--- config.mk ---
export PLATFORM = sky130hd
export DESIGN_NAME = icache_fetch_responder_flat
export DESIGN_NICKNAME = d
export VERILOG_FILES = /design/src/rtl/icache_fetch_responder_if.sv /design/src/rtl/icache_fetch_responder.sv /design/src/flat_wrapper.sv
export SDC_FILE = /design/constraint.sdc
export NUM_CORES = 2
export LEC_CHECK = 0
export ABC_CLOCK_PERIOD_IN_PS = 5800
export CAP_MARGIN = 15
export CELL_PAD_IN_SITES_DETAIL_PLACEMENT = 1
export CELL_PAD_IN_SITES_GLOBAL_PLACEMENT = 1
export CORE_AREA = 2 2 424 426
export CTS_CLUSTER_DIAMETER = 80
export DETAILED_ROUTE_END_ITERATION = 10
export DIE_AREA = 0 0 426 428
export GPL_TIMING_DRIVEN = 0
export PLACE_DENSITY_LB_ADDON = 0.1
export SKIP_CTS_REPAIR_TIMING = 1
export SYNTH_ARGS = -nofsm -noshare
export SYNTH_HDL_FRONTEND = slang
export SYNTH_SLANG_ARGS = --single-unit
export TNS_END_PERCENT = 30
--- constraint.sdc ---
create_clock -name clk -period 5.8 [get_ports clk]
set_clock_uncertainty 0.1 [all_clocks]
set_input_delay 0.58 -clock clk [delete_from_list [all_inputs] [get_ports clk]]
set_output_delay 0.58 -clock clk [all_outputs]
set_load 0.05 [all_outputs]
--- src/rtl/icache_fetch_responder_if.sv ---
// Fetch-side and refill-bus signals of the instruction cache.
// The cache itself connects through the slave modport.
interface icache_fetch_responder_if #(
  parameter int ADDR_W = 32,
  parameter int DATA_W = 32
);
  logic [ADDR_W-1:0] pc;
  logic              flush;
  logic              hit;
  logic [DATA_W-1:0] instr;
  logic              mem_req;
  logic [ADDR_W-1:0] mem_addr;
  logic              mem_ack;
  logic [DATA_W-1:0] mem_rdata;

  modport slave (
    input  pc, flush, mem_ack, mem_rdata,
    output hit, instr, mem_req, mem_addr
  );

  modport master (
    output pc, flush, mem_ack, mem_rdata,
    input  hit, instr, mem_req, mem_addr
  );
endinterface

--- src/rtl/icache_fetch_responder.sv ---
// Direct-mapped instruction cache feeding the PC register.
// Lookup is combinational; a miss refills one line in beat order over req/ack.
module icache_fetch_responder #(
  parameter int ADDR_W = 32,
  parameter int DATA_W = 32,
  parameter int LINES  = 16,
  parameter int WORDS  = 4
) (
  input logic                   clk,
  input logic                   rstn,
  icache_fetch_responder_if.slave bus
);
  localparam int IDX_W  = $clog2(LINES);
  localparam int WORD_W = $clog2(WORDS);
  localparam int TAG_W  = ADDR_W - 2 - WORD_W - IDX_W;

  typedef enum logic {IDLE, REFILL} state_t;

  state_t             state;
  logic [LINES-1:0]   valid;
  logic [TAG_W-1:0]   tag_arr [LINES];
  logic [DATA_W-1:0]  data_arr [LINES][WORDS];
  logic [TAG_W-1:0]   ref_tag;
  logic [IDX_W-1:0]   ref_idx;
  logic [WORD_W-1:0]  beat;
  logic               flush_pend;
  logic               mem_req_q;
  logic [ADDR_W-1:0]  mem_addr_q;

  logic [WORD_W-1:0]  word;
  logic [IDX_W-1:0]   idx;
  logic [TAG_W-1:0]   tag;
  logic               lookup_hit;
  logic               last_beat;

  assign word = bus.pc[2 +: WORD_W];
  assign idx  = bus.pc[2 + WORD_W +: IDX_W];
  assign tag  = bus.pc[ADDR_W-1 -: TAG_W];

  // A flush in IDLE suppresses the hit so the PC cannot advance on a line being invalidated
  assign lookup_hit = (state == IDLE) && !bus.flush && valid[idx] && (tag_arr[idx] == tag);
  assign last_beat  = (beat == WORD_W'(WORDS - 1));

  assign bus.hit      = lookup_hit;
  assign bus.instr    = lookup_hit ? data_arr[idx][word] : '0;
  assign bus.mem_req  = mem_req_q;
  assign bus.mem_addr = mem_addr_q;

  always_ff @(posedge clk or negedge rstn) begin
    if (!rstn) begin
      state      <= IDLE;
      valid      <= '0;
      ref_tag    <= '0;
      ref_idx    <= '0;
      beat       <= '0;
      flush_pend <= 1'b0;
      mem_req_q  <= 1'b0;
      mem_addr_q <= '0;
    end else begin
      case (state)
        IDLE: begin
          if (bus.flush) begin
            valid <= '0;
          end else if (!lookup_hit) begin
            ref_tag    <= tag;
            ref_idx    <= idx;
            beat       <= '0;
            mem_req_q  <= 1'b1;
            mem_addr_q <= {tag, idx, {(WORD_W + 2){1'b0}}};
            state      <= REFILL;
          end
        end
        REFILL: begin
          if (bus.flush) flush_pend <= 1'b1;
          if (bus.mem_ack) begin
            beat       <= beat + 1'b1;
            mem_addr_q <= mem_addr_q + ADDR_W'(4);
            if (last_beat) begin
              mem_req_q  <= 1'b0;
              flush_pend <= 1'b0;
              state      <= IDLE;
              // A flush seen at any point of the refill also drops the line just filled
              if (flush_pend || bus.flush) valid <= '0;
              else                         valid[ref_idx] <= 1'b1;
            end
          end
        end
        default: state <= IDLE;
      endcase
    end
  end

  always_ff @(posedge clk) begin
    if (state == REFILL && bus.mem_ack) begin
      data_arr[ref_idx][beat] <= bus.mem_rdata;
      if (last_beat) tag_arr[ref_idx] <= ref_tag;
    end
  end
endmodule

--- src/flat_wrapper.sv ---
// flat-port wrapper written by rule: the top's interface ports become plain ports
module icache_fetch_responder_flat 
#(
  parameter int ADDR_W = 32,
  parameter int DATA_W = 32,
  parameter int LINES  = 16,
  parameter int WORDS  = 4
)
  (clk, rstn, bus_pc, bus_flush, bus_mem_ack, bus_mem_rdata, bus_hit, bus_instr, bus_mem_req, bus_mem_addr);
  icache_fetch_responder_if #(.ADDR_W(ADDR_W), .DATA_W(DATA_W)) bus_i ();
  input logic clk;
  input logic rstn;
  input wire logic [$bits(bus_i.pc)-1:0] bus_pc;
  input wire logic [$bits(bus_i.flush)-1:0] bus_flush;
  input wire logic [$bits(bus_i.mem_ack)-1:0] bus_mem_ack;
  input wire logic [$bits(bus_i.mem_rdata)-1:0] bus_mem_rdata;
  output wire logic [$bits(bus_i.hit)-1:0] bus_hit;
  output wire logic [$bits(bus_i.instr)-1:0] bus_instr;
  output wire logic [$bits(bus_i.mem_req)-1:0] bus_mem_req;
  output wire logic [$bits(bus_i.mem_addr)-1:0] bus_mem_addr;
  assign bus_i.pc = bus_pc;
  assign bus_i.flush = bus_flush;
  assign bus_i.mem_ack = bus_mem_ack;
  assign bus_i.mem_rdata = bus_mem_rdata;
  assign bus_hit = bus_i.hit;
  assign bus_instr = bus_i.instr;
  assign bus_mem_req = bus_i.mem_req;
  assign bus_mem_addr = bus_i.mem_addr;
  icache_fetch_responder #(.ADDR_W(ADDR_W), .DATA_W(DATA_W), .LINES(LINES), .WORDS(WORDS)) u_core (.clk(clk), .rstn(rstn), .bus(bus_i));
endmodule
# Yosys cells after proc, flatten, opt, wreduce, memory -nomap -nowiden

Memories as Yosys holds them, arrays and structs flattened.
Cells that the tools add are included.

Register bits: 81
Bits in writable memories: 2432
Input port bits: 68
Output and inout port bits: 66
Memories kept: 2

Memories:

| memory          | depth | bits a word | rd ports | clocked after memory_dff | wr ports | RTL line                     | source |
|---|---|---|---|---|---|---|---|
| u_core.data_arr | 16    | 128         | 1        | 0                        | 1        | icache_fetch_responder.sv:22 | `logic [DATA_W-1:0] data_arr [LINES][WORDS];` |
| u_core.tag_arr  | 16    | 24          | 1        | 0                        | 1        | icache_fetch_responder.sv:21 | `logic [TAG_W-1:0] tag_arr [LINES];` |

Add/subtract/negate cells: 2
Order comparisons: 6
Equality and inequality tests: 7
Muxes and demuxes: 41
Bitwise gates (word level): 6
Reductions and logical operators: 12

Operator list:

| cell                                                               | number |
|---|---|
| two-way mux 32 bit                                                 | 7 |
| two-way mux 128 bit                                                | 1 |
| binary-select mux 32 bit (select 2 bit)                            | 1 |
| demux 32 bit (select 2 bit)                                        | 1 |
| two-way mux 16 bit                                                 | 4 |
| one-hot mux 32 bit (2 select lines)                                | 1 |
| adder 32 x 3 -> 32 bit (second input constant)                     | 1 |
| one-hot mux 16 bit (2 select lines)                                | 1 |
| equality test 24 bit                                               | 1 |
| two-way mux 1 bit                                                  | 17 |
| OR 16 bit                                                          | 1 |
| less-than comparator 4 x 5 -> 1 bit (second input constant)        | 2 |
| inequality test 2 bit (second input constant)                      | 5 |
| AND reduction 3 bit                                                | 3 |
| greater-or-equal comparator 3 bit (second input constant)          | 2 |
| logical AND 1 bit                                                  | 6 |
| two-way mux 2 bit                                                  | 3 |
| inverter 2 -> 3 bit                                                | 2 |
| binary-select mux 1 bit (select 4 bit)                             | 1 |
| demux 1 bit (select 4 bit)                                         | 1 |
| greater-or-equal comparator 4 x 1 -> 1 bit (second input constant) | 1 |
| one-hot mux 1 bit (2 select lines)                                 | 2 |
| one-hot mux 2 bit (2 select lines)                                 | 1 |
| AND reduction 4 bit                                                | 1 |
| other kinds (6)                                                    | 8 |

# Longest topological paths before layout

Depth in word-level cells: 9
Gate-level depth with buffers: 17
Gate-level depth less buffers: 10

# Least setup slack after synthesis

Ideal clock, no wire load.

Path kind: input to output
Start point: input bus_pc[5]
End point: output bus_instr[11]
Data arrival time: 4.304 ns
Required time: 5.120 ns
Slack: 0.816 ns
Stages: 13
Path through: buf_6 -> buf_4 -> buf_2 -> mux4_2 -> mux2i_1 -> o221ai_1 -> o21a_1 -> a2111oi_2 -> nand4b_1 -> buf_2 -> buf_6 -> buf_6 -> a211oi_1

Longest elaborated chain between the ends: 5
Elaborated cells between the ends (all ways): 11
Those cells by class: eq/ne: 1; mux: 6; reduce/logical: 2; memory: 2

RTL lines:

| item                                                                                              | RTL line                                                   | source |
|---|---|---|
| from (decl)                                                                                       | flat_wrapper.sv:13                                         | `input wire logic [$bits(bus_i.pc)-1:0] bus_pc;` |
| memory (16 x 128 bit) / binary-select mux 1 bit (select 4 bit) (equally long branches)            | n/a                                                        |  |
| binary-select mux 32 bit (select 2 bit) / two-way mux 1 bit (equally long branches)               | icache_fetch_responder.sv:45, icache_fetch_responder.sv:41 |  |
| two-way mux 32 bit (not written as such) / logical AND 1 bit (equally long branches) (2 in a row) | icache_fetch_responder.sv:45, icache_fetch_responder.sv:41 |  |
| two-way mux 32 bit (*)                                                                            | icache_fetch_responder.sv:45                               | `assign bus.instr = lookup_hit ? data_arr[idx][word] : '0;` |
| to (decl)                                                                                         | flat_wrapper.sv:18                                         | `output wire logic [$bits(bus_i.instr)-1:0] bus_instr;` |

Every way passes the cells marked *; elsewhere a longest branch is shown, timed or not. The select of a mux whose other input is x is not followed.

# Worst setup path in the final report

Start point: input bus_pc[5]
End point: output bus_instr[17]

The elaborated chain is that of the path after synthesis.

==> results.md <==
* CP Launch Type: primary input
* GR Overflow Total at 0
* Max Freq at 172 MHz
* CP peak stage delay at 0.53 ns
* Num CTS Buffers at 276
* DR vias/cell at 6.77
* Min-Delay Path Class: in -> reg
* # IOs at 134
* Syn-to-layout area delta at 17.4%
* Port-buffer cells at 123
* Synthesized flop and latch total at 2511
* Via count at 49207
* First-pass DRT Iterations at 5
* Relative slew slack at 0.149
* Root buf cell: clkbuf_16
* Synth area leader: edfxtp_1
* Worst-Skew Late Latency at 0.91 ns
* Combinational Power Share at 0.100
* Mapped Area at 97400 um2
* Initial Util at 0.548
* FF+latch area at 75000 um2
* Die Y at 428 um
* Clk buf depth at 4
* Clock Power Share at 0.393
* Crit-path max FO at 10
* Synth unique cells at 66
* Final GP Congestion at 0.877
* Share of layout cells above drive strength 1 at 0.331
* Vias in the first global route at 51039
* Switching pwr at 10.5 mW
* Multi-input gate area at 22000 um2
* Worst hold margin at 0.0184 ns
* CTS clk-pin slew, worst paths at 0.06 ns
* Final Max Slew Viols at 0
* Post-synth ARST share at 0.0315
* DR iter-0 viols at 7185
* Synth warn at 0
* Setup crit end kind: output port
* Commonest non-fill, non-tap cell in the layout: edfxtp_1
* Core footprint at 178000 um2
* Worst-Margin Slew at 1.28 ns
* CP Cell Sequence: buf_6 -> buf_4 -> buf_4 -> buf_4 -> buf_4 -> buf_4 -> buf_4 -> clkbuf_4 -> clkbuf_4 -> mux4_2 -> mux4_2 -> mux2i_4 -> a211oi_2 -> clkbuf_4
* Final core utilization at 0.644
* Initial antenna violation count at 8
* Mapped Cells at 4162
* Nets at 4794
* Hold depth at 1
* Floorplan row count at 155
* Post-synthesis area per instance at 23.4 um2
* Average routed wire per standard cell at 39.4 um
* Antenna viol nets, final at 0
* Number of synthesized flops with an enable pin at 2432
* Die area at 182000 um2
* Slowest-stage cell, CP: mux4_2
* Outcome: finished, violations left
* Req. time, crit path at 5.12 ns
* Failing checks: setup timing
* Die width at 426 um
* Setup WS post-layout at -0.0231 ns
* Synth top area cells: edfxtp_1 (75%), mux4_2 (17%), dfrtp_1 (2.0%)
* First-pass GRT wire length at 401000 um
* Power share of the sequential group at 0.507
* Yosys top cell area share at 0.750
* Max rail drop VDD at 332 uV
* Top_reg_cell synth: edfxtp_1
* Final setup fails at 3
* Crit path DAT at 5.14 ns
* TritonCTS clock tree: yes
* Pint at 32.4 mW
* Fin crit period at 5.82 ns
* Worst r2r path cells at 8
* H-tree levels at 5
* Pwr dens at 375 nW/um2
* GRT Overall Usage at 0.318
* Power Total at 42.9 mW
* CP dominant cell by count: buf_4
* Max-cap violations at 0
* Seq/Total Area, Yosys at 0.770
* Post-Route WL at 287000 um
* # clock sinks at 2511
* Switch share at 0.244
* DRC errors left at 0
* RSZ-0062 raised after global routing: true
* Most frequent cells in the layout: edfxtp_1 (2432), mux4_2 (737), clkbuf_16 (285), buf_12 (116), clkbuf_1 (106)
* Largest net degree at the start of global routing at 65
* DP Wirelength at 184000 um
* TNS Setup at -0.0294 ns
* Pleak at 36.4 nW
* Final Cycle Share at 1.00
* Final Hold Fails at 0
* Fillers at 13947
* WS Path Type: in -> out
==> worst max-delay path: cells and delay by family <==
| kind | cells | cell delay (ns) |
|---|---|---|
| multiplexers | 3 | 1.31 |
| AO/OA/AOI/OAI | 1 | 0.19 |
| buffers and inverters | 10 | 2.99 |
==> power groups by stage <==
stage	Combinational, mW	Clock (mW)	Sequential, mW
detailed placement	4.13	0	22.1
floorplan	1.90	0	22.1
CTS	4.17	17.0	21.7
global placement	3.74	0	22.1
finish	4.30	16.8	21.7
global route	4.47	17.6	21.8
==> sequential cells by signal, summed over array words and instances, names as in the netlist <==
signal	count
u_core.tag_arr	384
u_core.bus.mem_addr	30
u_core.state	1
u_core.valid	16
u_core.flush_pend	1
u_core.bus.mem_req	1
u_core.ref_tag	24
u_core.data_arr	2048
u_core.beat	2
u_core.ref_idx	4
==> through the flow <==
stage / instances / worst slack (ns) / area, um2
2_1_floorplan: 4163 / 0.816 / 97400
3_3_place_gp: 6641 / -3.85 / 102000
3_5_place_dp: 6781 / -2.01 / 105000
4_1_cts: 7250 / -2.04 / 113000
5_1_grt: 7267 / -0.0336 / 114000
6_report: 7268 / -0.0231 / 114000
==> final timing paths <==
path / startpoint / slack, ns / end
hold reg to reg: u_core.valid[4]$_DFFE_PN0P_ / 0.41 / u_core.valid[4]$_DFFE_PN0P_
min in group asynchronous: rstn / 0.10 / u_core.bus.mem_addr[30]$_DFFE_PN0P_
max in group asynchronous: rstn / 4.84 / u_core.ref_tag[3]$_DFFE_PN0P_
hold / removal: bus_mem_rdata[0] / 0.02 / u_core.data_arr[15][0]$_DFFE_PP_
setup reg to reg: u_core.state$_DFF_PN0_ / 1.05 / u_core.data_arr[12][114]$_DFFE_PP_
setup / recovery: bus_pc[5] / -0.02 / bus_instr[17]
==> cells by family (layout without fill, tap and decap cells) <==
kind of cell               Yosys count  in the layout  synth area share
buffers and inverters              239            988            0.0123
AOI/OAI and AO/OA                  196            196            0.0147
adders and majority gates            5              5          0.000642
and+or+nand+nor                    311            311            0.0149
DFF                               2511           2511             0.770
xor gates and xnor gates            34             34           0.00306
other                                1              3         0.0000385
muxes                              865            865             0.184
==> layout make-up <==
class | instances | share of cell area
inverters | 15 | 0.000514
flip-flops and latches | 2511 | 0.656
diodes | 1 | 0.0000219
repair buffers | 280 | 0.0361
clock buffers | 347 | 0.0648
clock inverters | 122 | 0.00948
plain buffers | 224 | 0.0148
multi-input cells | 1413 | 0.192
well taps | 2355 | 0.0258
==> layer usage <==
layer,wire length (um),GRT usage,vias to the layer above,share of wire
li1,-,-,18966,-
met1,110000,0.448,26857,0.38
met2,140000,0.503,2865,0.49
met3,25100,0.0573,515,0.088
met4,11800,0.123,4,0.041
met5,22,0,-,0.000077
==> cells in the mapped netlist (10+ instances only) <==
master / number
a211oi_1: 32
a21oi_1: 26
a22o_1: 10
a22oi_1: 22
a31oi_1: 13
and2_1: 26
buf_1: 28
buf_2: 93
buf_4: 17
buf_6: 16
clkbuf_1: 69
dfrtp_1: 79
edfxtp_1: 2432
inv_1: 14
mux2_2: 27
mux2i_1: 92
mux4_2: 737
nand2_1: 64
nand3_1: 35
nand4_1: 10
nor2_1: 117
nor2b_1: 22
nor3_1: 11
o21ai_0: 25
xnor2_1: 20
xor2_1: 14
(Power assumes the default switching activity.)
